<file path="src/rtl/module_keypad_encoder.sv">
// module_keypad_encoder
// Receive side of a 4x4 matrix keypad scan. The rows are synchronized and
// debounced, and row plus column are encoded into a 4-bit key code. The column
// scan is frozen while a key is being resolved. Each accepted key is offered to
// the consumer over a valid/ready handshake.
// Optional feature macro: KEYPAD_OVERRUN_EN adds an 'overrun' pulse output that
// flags a new key discarded because the previous one was still pending.
module module_keypad_encoder #(
  parameter int DEBOUNCE_CYCLES = 27000
) (
  input  logic       clk,
  input  logic       rst_n,
  input  logic [1:0] col_idx,
  input  logic [3:0] row_n,
  input  logic       key_ready,
  output logic       scan_hold,
  output logic       key_valid,
  output logic [3:0] key_code
`ifdef KEYPAD_OVERRUN_EN
  ,
  output logic       overrun
`endif
);

  localparam int            CW      = (DEBOUNCE_CYCLES > 1) ? $clog2(DEBOUNCE_CYCLES) : 1;
  localparam logic [CW-1:0] CNT_MAX = CW'(DEBOUNCE_CYCLES - 1);

  typedef enum logic [1:0] {
    S_IDLE     = 2'd0,
    S_DEBOUNCE = 2'd1,
    S_HELD     = 2'd2,
    S_RELEASE  = 2'd3
  } state_t;

  // Returns {single_key, row_index}; single_key is set only when exactly one
  // row line is low. Multi-key and no-key patterns both report no single key.
  function automatic logic [2:0] f_row_encode(input logic [3:0] rows);
    logic [2:0] enc;
    enc = 3'b000;
    case (rows)
      4'b1110: enc = 3'b100;
      4'b1101: enc = 3'b101;
      4'b1011: enc = 3'b110;
      4'b0111: enc = 3'b111;
      default: enc = 3'b000;
    endcase
    return enc;
  endfunction

  logic [3:0]    r_row_p0;
  logic [3:0]    r_row_p1;
  logic [1:0]    r_col_p0;
  logic [1:0]    r_col_p1;
  state_t        r_state;
  logic [CW-1:0] r_cnt;
  logic [3:0]    r_cap_row;
  logic [1:0]    r_cap_idx;
  logic [1:0]    r_cap_col;

  logic [2:0]    w_enc;
  logic          w_single;
  logic [1:0]    w_row_idx;
  logic          w_all_high;
  logic          w_match;
  logic          w_accept;

  // Stage p0 -> p1: synchronized rows and the column that produced them
  assign w_enc      = f_row_encode(r_row_p1);
  assign w_single   = w_enc[2];
  assign w_row_idx  = w_enc[1:0];
  assign w_all_high = &r_row_p1;
  assign w_match    = (r_row_p1 == r_cap_row);
  assign w_accept   = (r_state == S_DEBOUNCE) && w_match && (r_cnt == CNT_MAX);

  // Two-flop row synchronizer with a matching two-stage column delay pipe
  always_ff @(posedge clk) begin
    if (!rst_n) begin
      r_row_p0 <= 4'hF;
      r_row_p1 <= 4'hF;
      r_col_p0 <= 2'd0;
      r_col_p1 <= 2'd0;
    end else begin
      r_row_p0 <= row_n;
      r_row_p1 <= r_row_p0;
      r_col_p0 <= col_idx;
      r_col_p1 <= r_col_p0;
    end
  end

  // Press/release debounce FSM with registered scan hold and key output
  always_ff @(posedge clk) begin
    if (!rst_n) begin
      r_state   <= S_IDLE;
      r_cnt     <= '0;
      r_cap_row <= 4'hF;
      r_cap_idx <= 2'd0;
      r_cap_col <= 2'd0;
      scan_hold <= 1'b0;
      key_valid <= 1'b0;
      key_code  <= 4'd0;
`ifdef KEYPAD_OVERRUN_EN
      overrun   <= 1'b0;
`endif
    end else begin
`ifdef KEYPAD_OVERRUN_EN
      overrun <= 1'b0;
`endif
      case (r_state)
        S_IDLE: begin
          if (w_single) begin
            r_state   <= S_DEBOUNCE;
            r_cap_row <= r_row_p1;
            r_cap_idx <= w_row_idx;
            r_cap_col <= r_col_p1;
            r_cnt     <= '0;
            scan_hold <= 1'b1;
          end
        end
        S_DEBOUNCE: begin
          if (!w_match) begin
            r_state   <= S_IDLE;
            scan_hold <= 1'b0;
          end else if (r_cnt == CNT_MAX) begin
            r_state <= S_HELD;
          end else begin
            r_cnt <= r_cnt + CW'(1);
          end
        end
        S_HELD: begin
          if (w_all_high) begin
            r_state <= S_RELEASE;
            r_cnt   <= '0;
          end
        end
        S_RELEASE: begin
          if (!w_all_high) begin
            r_state <= S_HELD;
          end else if (r_cnt == CNT_MAX) begin
            r_state   <= S_IDLE;
            scan_hold <= 1'b0;
          end else begin
            r_cnt <= r_cnt + CW'(1);
          end
        end
        default: begin
          r_state   <= S_IDLE;
          scan_hold <= 1'b0;
        end
      endcase

      // A same-edge handshake frees the slot, so the new key replaces the old
      if (w_accept) begin
        if (!key_valid || key_ready) begin
          key_code  <= {r_cap_idx, r_cap_col};
          key_valid <= 1'b1;
        end else begin
`ifdef KEYPAD_OVERRUN_EN
          overrun <= 1'b1;
`endif
        end
      end else if (key_valid && key_ready) begin
        key_valid <= 1'b0;
      end
    end
  end

endmodule

</file>
<file path="config.mk">
export PLATFORM = sky130hd
export DESIGN_NAME = module_keypad_encoder
export DESIGN_NICKNAME = d
export VERILOG_FILES = /design/src/rtl/module_keypad_encoder.sv
export SDC_FILE = /design/constraint.sdc
export NUM_CORES = 1
export LEC_CHECK = 0
export ABC_AREA = 1
export CORE_AREA = 2 2 83 85
export DETAILED_ROUTE_END_ITERATION = 16
export DIE_AREA = 0 0 85 87
export SLEW_MARGIN = 0
export SYNTH_ARGS = -nofsm -noshare
export SYNTH_HDL_FRONTEND = slang
export SYNTH_SLANG_ARGS = --single-unit
</file>
<file path="constraint.sdc">
create_clock -name clk -period 2.1 [get_ports clk]
set_clock_uncertainty 0.1 [all_clocks]
set_input_delay 0.42 -clock clk [delete_from_list [all_inputs] [get_ports clk]]
set_output_delay 0.42 -clock clk [all_outputs]
set_load 0.05 [all_outputs]
</file>
==> out/qor.txt <==
DR top layer -> met4
FF+latch area -> 860.8 um^2
Syn-to-layout area delta -> 15.00%
Simple-Gate Fraction of Synth Area -> 0.3903
Nets@finish -> 351
Clock sinks -> 43
Slew @ Worst Pin -> 0.5275 ns
Std cell rows -> 30
Yosys reg bits -> 43
Die ar. -> 7395 um^2
Non-Filler Cell Area, Final -> 2532 um^2
Via count -> 2017
GR Util All Layers -> 0.1347
Antenna Nets Post-Route -> 0
DRC Markers -> 0
Most frequent cells in the layout -> nand2_1, dfxtp_1, nor2_1, inv_1, nand3_1
Leading cell type in the layout, fill and taps excluded -> nand2_1
Worst path cell trace -> clkdlybuf4s50_1
Setup_tns -> 0 ns
Final global-route overflow total -> 0
Maximum root-to-sink buffer count -> 2
Met2 wire length -> 2064 um
Die width -> 85 um
Inserted Diodes -> 0
Initial antenna violation count -> 0
Final period utilization -> 0.9438
Pin count of the biggest net entering global routing -> 20
DR pass1 iterations -> 4
Placed cells -> 414
Type of the worst setup path -> reg -> out
Setup Viol. Count Final -> 0
Post-Synth Adder-Cell Area -> 0.005682
Post-synthesis compound-gate area fraction -> 0.1011
Final cell count without fillers -> 422
# resized after CTS -> 0
DP Area -> 2416 um^2
Core Region -> 6569 um^2
Worst slew margin -> 0.6479
Critical Path AT -> 1.46 ns
Synth cell types -> 30
Multi-input logic area -> 1139 um^2
Final Hold Vio Count -> 0
Max Slew Vio Count -> 0
Latest clock arrival within the worst-skew pair -> 0.30 ns
I/O Buffers -> 14
Reg clk slew, reported paths -> 0.09 ns
Inserted Clock Buffers -> 5
CP top delay family -> buffers and inverters
CP max-delay cell -> clkdlybuf4s50_1
RSZ-0062 raised after global routing -> no
Worst Setup Start Kind -> flop
Vias in the first global route -> 1875
Top Ports -> 15
Share of cells above drive strength 1 -> 0.1199
Wire per inst -> 10.98 um
WP buf/inv -> 1
R2r setup slk -> 0.24 ns
Starting density of the core -> 0.3352
Setup Buffers After CTS -> 0
CTS tree -> yes
Max Clock Freq -> 504.5 MHz
Pwr/cell area -> 843.1 nW/um^2
Worst setup EP type -> output port
Crit Path Max Fanout -> 3
Outcome -> complete, no violations
DRT Wirelength -> 4635 um
Syn_nets -> 336
CTS hold repair buffers -> 0
Final critical-path required period -> 1.982 ns
Die height -> 87 um
Lkg Pwr -> 1.078 nW
WP data required -> 1.58 ns
DR vias/cell -> 4.780
Slowest Stage Delay on Critical Path -> 0.81 ns
Area share of xor/xnor cells in the synthesized design -> 0.01989
Mapped cell area -> 2202 um^2
Seq/Total Area, Yosys -> 0.3909
Mux contribution to synthesized area -> 0
First-pass GRT wire length -> 8162 um
Max-cap viol count -> 0
RD Place Congestion -> 0.9093
Main combinational cell family by area after synthesis -> simple AND/OR/NAND/NOR gates
# fillers -> 700
Yosys Warn Count -> 0
Root buffer cell -> clkbuf_8
CTS H-Tree Depth -> 2
Initial DRC count -> 82
Mapped Cells -> 326
DP HPWL -> 3389 um
Maximum VDD drop -> 0.4303 mV
Met1 WL -> 2279 um
Synthesized area per cell -> 6.755 um^2
Met3 WL -> 202 um
Hold Path Class -> reg -> reg
[power breakdown]
part / total (mW) / internal (mW) / switching [mW]
registers: 0.944 / 0.887 / 0.0569
logic: 0.527 / 0.182 / 0.345
clock network: 0.664 / 0.360 / 0.304
total: 2.14 / 1.43 / 0.705
[area by class of cell]
| type | count | share of cell area |
|---|---|---|
| Sequential cell | 43 | 0.3399 |
| Clock inverter | 3 | 0.01877 |
| Tap cell | 80 | 0.03953 |
| Inverter | 33 | 0.04891 |
| Multi-Input combinational cell | 237 | 0.4496 |
| Clock buffer | 5 | 0.02717 |
| Timing Repair Buffer | 21 | 0.07609 |
[per-layer routing]
metal  global-route usage  vias to the layer above
met5                    0                        -
met4              0.05772                        0
met3              0.02749                        8
met2               0.2202                       41
met1               0.1727                      902
li1                     -                     1066
[stage by stage]
stage / setup WS (ns) / power, mW / utilization / hold slack, ns
4_1_cts: 0.1009 / 2.165 / 0.3855 / 0.3213
5_1_grt: 0.03318 / 2.269 / 0.3855 / 0.3292
6_report: 0.1180 / 2.135 / 0.3855 / 0.3178
2_1_floorplan: 0.5582 / 1.372 / - / 0.2905
3_3_place_gp: 0.2779 / 1.484 / 0.3678 / 0.2914
3_5_place_dp: 0.2648 / 1.491 / 0.3678 / 0.2984
[sequential cells by signal, indices dropped and copies added, names as in the netlist]
name	flops
r_col_p0	2
r_row_p1	4
key_code	4
r_cnt	15
r_state	2
scan_hold	1
r_col_p1	2
r_row_p0	4
key_valid	1
r_cap_col	2
r_cap_row	4
r_cap_idx	2
[worst register-to-register path: stages (launching register included)]
cell     delay, ns
dfxtp_1       0.38
inv_2         0.06
nand2_1       0.05
nand2_1       0.05
nor2_1        0.20
nand2_1       0.08
nand2_1       0.08
nand2_2       0.06
nor2_2        0.39
nor2_1        0.16
nand2_1       0.10
nand2_1       0.04
[kinds of logic (layout without fill, tap and decap cells)]
group           count (synthesis)  after routing
buf+inv                        46             62
fa+ha+maj                       1              1
xor+xnor                        5              5
compound gates                 40             40
simple gates                  191            191
flops                          43             43
[final timing paths]
| check | from | end | cells past startpoint |
|---|---|---|---|
| max | key_valid | key_valid | 1 |
| min | r_row_p0[3] | r_row_p1[3] | 1 |
| max reg2reg | r_row_p1[1] | r_cnt[12] | 11 |
| min reg2reg | r_row_p0[3] | r_row_p1[3] | 1 |
[synthesized netlist by cell type]
library cell    number  share of area
o21ai_0             13          0.030
nor2b_1              1         0.0028
a21oi_4              1         0.0074
inv_1               28          0.048
nor2_2               2         0.0057
dlymetal6s2s_1       1         0.0057
nand3_1             21          0.048
nand2_2              3         0.0085
a31oi_1              1         0.0028
dlygate4sd1_1        1         0.0040
xor2_1               5          0.020
buf_6                1         0.0051
ha_1                 1         0.0057
dfxtp_1             43           0.39
o21ai_1              2         0.0045
clkbuf_2             4         0.0091
nand2_1             94           0.16
nor2_4               2          0.010
nand4_1              8          0.023
inv_2                5         0.0085
nand3b_1             1         0.0034
nor3_1               6          0.014
nand3_2              4          0.018
a21oi_1             19          0.043
clkbuf_1             3         0.0051
buf_2                3         0.0068
nor2_1              38          0.065
nor3b_1              2         0.0068
or2_2                9          0.026
o211ai_1             4          0.014
Note: power is estimated with default switching activity, not from simulation.
